## src/rtl/ccip_mmio_indirect_bridge.sv

```systemverilog
// CCI-P MMIO responder with a CMD/WDATA/RDATA/SCRATCH window. The window tunnels
// 32-bit indirect accesses onto an Avalon-MM master port.
module ccip_mmio_indirect_bridge #(
  parameter logic [14:0] CMD_IDX        = 15'd6,
  parameter logic [14:0] WDATA_IDX      = 15'd7,
  parameter logic [14:0] RDATA_IDX      = 15'd8,
  parameter logic [14:0] SCRATCH_IDX    = 15'd9,
  parameter int unsigned TIMEOUT_CYCLES = 1024,
  parameter logic [31:0] TIMEOUT_DATA   = 32'hDEADBEEF
) (
  input  logic        pClk,
  input  logic        pck_cp2af_softReset_n,
  input  logic        mmio_rd_valid,
  input  logic        mmio_wr_valid,
  input  logic [15:0] mmio_addr,
  input  logic [1:0]  mmio_len,
  input  logic [8:0]  mmio_tid,
  input  logic [63:0] mmio_wdata,
  output logic        rsp_valid,
  output logic [8:0]  rsp_tid,
  output logic [63:0] rsp_data,
  output logic [15:0] av_address,
  output logic        av_write,
  output logic        av_read,
  output logic [31:0] av_writedata,
  input  logic [31:0] av_readdata,
  input  logic        av_waitrequest,
  input  logic        av_readdatavalid
);

  typedef enum logic [1:0] {S_IDLE, S_WR_REQ, S_RD_REQ, S_RD_WAIT} state_e;

  typedef struct packed {
    logic        dropped;
    logic        timeout;
    logic        rd;
    logic        wr;
    logic [15:0] addr;
  } cmd_t;

  localparam int unsigned   TW         = $clog2(TIMEOUT_CYCLES + 1);
  localparam logic [TW-1:0] TIMER_LAST = TW'(TIMEOUT_CYCLES - 1);

  state_e      state_q, state_d;
  logic [TW-1:0] timer_q, timer_d;
  cmd_t        cmd_q, cmd_d;
  logic [63:0] wdata_q, wdata_d;
  logic [31:0] rdata_q, rdata_d;
  logic [63:0] scratch_q, scratch_d;
  logic [15:0] av_address_q, av_address_d;
  logic [31:0] av_writedata_q, av_writedata_d;

  logic        p1_valid_q, rsp_valid_q;
  logic [8:0]  p1_tid_q, rsp_tid_q;
  logic [63:0] p1_data_q, rsp_data_q;

  logic [14:0] idx;
  logic        hi, is64, wr_lo, wr_hi, busy;
  logic [31:0] wr_hi_val;
  logic        cmd_hit, rise_wr, rise_rd, launch;
  logic [63:0] rd_word, rd_sel;

  assign idx       = mmio_addr[15:1];
  assign hi        = mmio_addr[0];
  assign is64      = (mmio_len == 2'b10);
  assign wr_lo     = mmio_wr_valid && (is64 || !hi);
  assign wr_hi     = mmio_wr_valid && (is64 || hi);
  assign wr_hi_val = is64 ? mmio_wdata[63:32] : mmio_wdata[31:0];
  assign busy      = (state_q != S_IDLE);

  // Launch is detected on the CMD write itself, so the strobe rises the very next cycle.
  assign cmd_hit = wr_lo && (idx == CMD_IDX);
  assign rise_wr = cmd_hit && mmio_wdata[16] && !cmd_q.wr;
  assign rise_rd = cmd_hit && mmio_wdata[17] && !cmd_q.rd;
  assign launch  = rise_wr || rise_rd;

  always_comb begin
    rd_word = '0;
    case (idx)
      CMD_IDX:     rd_word = {32'h0, busy, cmd_q.dropped, cmd_q.timeout, 11'h0,
                              cmd_q.rd, cmd_q.wr, cmd_q.addr};
      WDATA_IDX:   rd_word = wdata_q;
      RDATA_IDX:   rd_word = {32'h0, rdata_q};
      SCRATCH_IDX: rd_word = scratch_q;
      default:     rd_word = '0;
    endcase
    rd_sel = is64 ? rd_word : {32'h0, (hi ? rd_word[63:32] : rd_word[31:0])};
  end

  always_comb begin
    // NOTE: every signal written here gets a default first, so no path infers a latch.
    state_d        = state_q;
    timer_d        = timer_q;
    cmd_d          = cmd_q;
    wdata_d        = wdata_q;
    rdata_d        = rdata_q;
    scratch_d      = scratch_q;
    av_address_d   = av_address_q;
    av_writedata_d = av_writedata_q;

    if (wr_lo && idx == WDATA_IDX)   wdata_d[31:0]    = mmio_wdata[31:0];
    if (wr_hi && idx == WDATA_IDX)   wdata_d[63:32]   = wr_hi_val;
    if (wr_lo && idx == SCRATCH_IDX) scratch_d[31:0]  = mmio_wdata[31:0];
    if (wr_hi && idx == SCRATCH_IDX) scratch_d[63:32] = wr_hi_val;

    if (cmd_hit) begin
      cmd_d.addr    = mmio_wdata[15:0];
      cmd_d.wr      = mmio_wdata[16];
      cmd_d.rd      = mmio_wdata[17];
      cmd_d.timeout = 1'b0;
      cmd_d.dropped = 1'b0;
    end
    if (launch && (busy || (rise_wr && rise_rd))) cmd_d.dropped = 1'b1;

    case (state_q)
      S_IDLE: begin
        if (launch) begin
          av_address_d = mmio_wdata[15:0];
          if (rise_wr) begin
            state_d        = S_WR_REQ;
            av_writedata_d = wdata_q[31:0];
          end else begin
            state_d = S_RD_REQ;
          end
        end
      end
      S_WR_REQ: if (!av_waitrequest) state_d = S_IDLE;
      S_RD_REQ: begin
        if (!av_waitrequest) begin
          timer_d = '0;
          if (av_readdatavalid) begin
            rdata_d = av_readdata;
            state_d = S_IDLE;
          end else begin
            state_d = S_RD_WAIT;
          end
        end
      end
      S_RD_WAIT: begin
        if (av_readdatavalid) begin
          rdata_d = av_readdata;
          state_d = S_IDLE;
        end else if (timer_q == TIMER_LAST) begin
          rdata_d       = TIMEOUT_DATA;
          cmd_d.timeout = 1'b1;
          state_d       = S_IDLE;
        end else if (timer_q != '1) begin
          timer_d = timer_q + 1'b1;
        end
      end
      default: state_d = S_IDLE;
    endcase
  end

  always_ff @(posedge pClk) begin
    // NOTE: sequential state uses non-blocking assignments so all registers update together.
    if (!pck_cp2af_softReset_n) begin
      state_q        <= S_IDLE;
      timer_q        <= '0;
      cmd_q          <= '0;
      wdata_q        <= '0;
      rdata_q        <= '0;
      scratch_q      <= '0;
      av_address_q   <= '0;
      av_writedata_q <= '0;
    end else begin
      state_q        <= state_d;
      timer_q        <= timer_d;
      cmd_q          <= cmd_d;
      wdata_q        <= wdata_d;
      rdata_q        <= rdata_d;
      scratch_q      <= scratch_d;
      av_address_q   <= av_address_d;
      av_writedata_q <= av_writedata_d;
    end
  end

  // Two-stage read pipeline; data is captured from pre-write register values.
  always_ff @(posedge pClk) begin
    if (!pck_cp2af_softReset_n) begin
      p1_valid_q  <= 1'b0;
      p1_tid_q    <= '0;
      p1_data_q   <= '0;
      rsp_valid_q <= 1'b0;
      rsp_tid_q   <= '0;
      rsp_data_q  <= '0;
    end else begin
      p1_valid_q  <= mmio_rd_valid;
      p1_tid_q    <= mmio_tid;
      p1_data_q   <= rd_sel;
      rsp_valid_q <= p1_valid_q;
      rsp_tid_q   <= p1_tid_q;
      rsp_data_q  <= p1_data_q;
    end
  end

  assign rsp_valid    = rsp_valid_q;
  assign rsp_tid      = rsp_tid_q;
  assign rsp_data     = rsp_data_q;
  assign av_address   = av_address_q;
  assign av_writedata = av_writedata_q;
  assign av_write     = (state_q == S_WR_REQ);
  assign av_read      = (state_q == S_RD_REQ);

endmodule

```

## config.mk

```make
export PLATFORM = sky130hd
export DESIGN_NAME = ccip_mmio_indirect_bridge
export DESIGN_NICKNAME = d
export VERILOG_FILES = /design/src/rtl/ccip_mmio_indirect_bridge.sv
export SDC_FILE = /design/constraint.sdc
export NUM_CORES = 1
export LEC_CHECK = 0
export CAP_MARGIN = 15
export CORE_MARGIN = 2
export CORE_UTILIZATION = 47
export CTS_CLUSTER_DIAMETER = 100
export CTS_CLUSTER_SIZE = 14
export DETAILED_ROUTE_END_ITERATION = 8
export PLACE_DENSITY = 0.72
export RECOVER_POWER = 25
export SKIP_LAST_GASP = 1
export SLEW_MARGIN = 30
export SYNTH_ARGS = -nofsm -noshare
export SYNTH_HDL_FRONTEND = slang
export SYNTH_SLANG_ARGS = --single-unit
```

## constraint.sdc

```tcl
create_clock -name pClk -period 3.84 [get_ports pClk]
set_input_delay 0.576 -clock pClk [delete_from_list [all_inputs] [get_ports pClk]]
set_output_delay 0.576 -clock pClk [all_outputs]
set_load 0.02 [all_outputs]
```

==> impl_results.md <==
- Final GP Congestion: 0.848
- H-tree depth: 1
- RSZ-0062 raised after global routing: false
- Worst slew pin tran: 2.82 ns
- Leak Pwr: 6.93 nW
- Overall power: 7.18 mW
- Max-cap violations: 1
- CTS Buffer Depth: 3
- Final-report hold violation count: 0
- Area delta synth->final: 24.8%
- Drt first-iter violations: 696
- Syn Nets: 1597
- Max Fclk: 322 MHz
- Vias in the first global route: 10600
- Via count: 11400
- ANT nets after route: 0
- FF+latch count, synth: 389
- Commonest non-fill, non-tap cell in the layout: dfxtp_1
- Global-route wire length before repair: 60.0 mm
- Global-route usage over all layers: 0.240
- CTS tree: built
- Vias per cell: 5.50
- Critical Path End Type: flop
- Mapped cell area: 14400 sq um
- Seq/Total Area, Yosys: 0.542
- Fill count: 2603
- Final nets: 1798
- Synth Flop Type: dfxtp_1
- DR WL/cell: 19.0 microns
- Clk_lat worst skew: 0.57 ns
- DRC: 0
- Worst VDD drop: 0.000421 V
- Post-CTS sizing: 0
- 1st-pass router iterations: 5
- Async SR Flop Fraction: 0
- WP data required: 4.32 ns
- CTS clk-pin slew, worst paths: 0.07 ns
- Clk_skew: 0.0139 ns
- Max Slew Vio Count: 81
- Die height: 179 microns
- Core area: 30300 sq um
- Layout cells sized above 1: 0.0510
- CTS Buf Count: 31
- Worst EP arrival: 3.59 ns
- Post-synth cell types: 62
- Initial Utilization: 0.474
- FP Rows: 64
- Setup violations, final: 0
- Syn Inst Count: 1467
- Ports: 253
- Clock root cell: clkbuf_16
- CTS sink cnt: 389
- CP Launch Type: primary input
- EDFF count, synth: 0
- Die area: 32000 sq um
- Post CTS Setup Buffer Count: 0
- Failing checks: max-capacitance violations, max-slew violations
- GRT Residual Overflow: 0
- Setup TNS: 0 ns
- Die width: 179 microns
- Port Buffers: 252
- Period utilization: 0.809
- HPWL after DPL: 27.5 mm
- Routed WL: 39.3 mm
- Tmin final: 3.11 ns
- Largest net degree at the start of global routing: 94
- Worst rel slew slack: -0.877
- CP Class: primary input to flop
- Yosys warns: 0
- Worst hold path class: flop to flop
- Largest fanout on the critical path: 19
- Syn avg cell area: 9.80 sq um
- Hold buffers post-CTS: 0
- Status: complete, but fails checks
- Initial antenna violation count: 5
- Most frequent cells in the layout: dfxtp_1, nand2_1, clkdlybuf4s50_1, a21boi_0
- PwrDens: 400 nW/um^2
## cells by family after synthesis
family | share of synthesized area
muxes | 0.0334
adders and majority gates | 0.000870
xor gates and xnor gates | 0.00183
buffers and inverters | 0.0378
AOI/OAI and AO/OA | 0.212
DFF | 0.542
and+or+nand+nor | 0.173
## per-stage QoR
| stage | instances | instance area (sq um) | worst slack [ns] | hold slack, ns | util |
|---|---|---|---|---|---|
| detailed placement | 2031 | 17200 | 0.614 | 0.418 | 0.566 |
| global route | 2069 | 18000 | 0.502 | 0.445 | 0.591 |
| floorplan | 1467 | 14400 | 1.69 | 0.412 | - |
| global placement | 2031 | 17200 | 0.737 | 0.414 | 0.566 |
| CTS | 2064 | 18000 | 1.17 | 0.434 | 0.592 |
| finish | 2069 | 18000 | 0.732 | 0.432 | 0.591 |
## per-layer routing
metal	GRT usage	wire [microns]	vias up
met3	0.0331	2770	68
met5	0	0	-
met2	0.354	17100	409
li1	-	-	5502
met1	0.357	18300	5406
met4	0.0833	1170	0
## final cells by class
| cell class | count | area [sq um] | area share |
|---|---|---|---|
| well taps | 396 | 495 | 0.0276 |
| multi-input cells | 956 | 6080 | 0.339 |
| clock inverters | 2 | 13.8 | 0.000767 |
| flip-flops and latches | 389 | 7790 | 0.434 |
| clock buffers | 31 | 776 | 0.0432 |
| inverters | 7 | 26.3 | 0.00146 |
| repair buffers | 283 | 2760 | 0.153 |
| diodes | 5 | 12.5 | 0.000697 |
## Yosys cell counts (3+ instances only)
master | count | area (sq um)
nand2_1 | 314 | 1180
a22o_1 | 28 | 245
a22oi_1 | 52 | 390
a21oi_1 | 19 | 95.1
mux2i_1 | 48 | 480
nor2b_1 | 33 | 206
buf_2 | 25 | 125
a221oi_1 | 20 | 175
and4_1 | 3 | 26.3
o211a_1 | 65 | 651
a21boi_1 | 13 | 97.6
nor2_1 | 40 | 150
nand4_1 | 3 | 18.8
clkbuf_1 | 76 | 285
nand3_1 | 5 | 25.0
buf_8 | 3 | 45.0
buf_1 | 9 | 33.8
dfxtp_1 | 389 | 7790
o221a_1 | 20 | 225
or4_1 | 3 | 22.5
and2_1 | 87 | 544
o221a_2 | 4 | 45.0
o21ai_0 | 15 | 75.1
nor3_1 | 10 | 50.1
inv_1 | 7 | 26.3
nand2b_1 | 4 | 25.0
o31ai_1 | 4 | 30.0
o22ai_1 | 27 | 169
a21boi_0 | 102 | 766
## path summary, 6_finish.rpt
kind	start	cells past startpoint	to	slack [ns]
setup reg to reg	timer_q[0]	6	timer_q[4]	1.37
hold / removal	p1_valid_q	1	rsp_valid	0.43
setup / recovery	mmio_addr[6]	6	cmd_q[17]	0.73
hold reg to reg	p1_valid_q	1	rsp_valid	0.43
## registers in the layout (all words and copies together), names as in the netlist
register and cells:
p1_data_q 64, rsp_data 64, scratch_q 64, wdata_q 64, av_writedata 32, rdata_q 32
cmd_q 20, av_address 16, timer_q 11, p1_tid_q 9, rsp_tid 9, state_q 2
p1_valid_q 1, rsp_valid 1
## power breakdown
part / internal (mW) / total (mW) / switching [mW]
clock: 1.42 / 2.76 / 1.34
sequential: 4.05 / 4.05 / 0.00321
combinational: 0.183 / 0.372 / 0.190
total: 5.65 / 7.18 / 1.53
## worst max-delay path, cell delays in order
cell	delay, ns
clkdlybuf4s50_1	0.40
nor4_1	1.02
nand4_1	0.52
nor2_2	0.73
nand2_1	0.13
a21boi_0	0.21
Note: power is estimated with default switching activity, not from simulation.
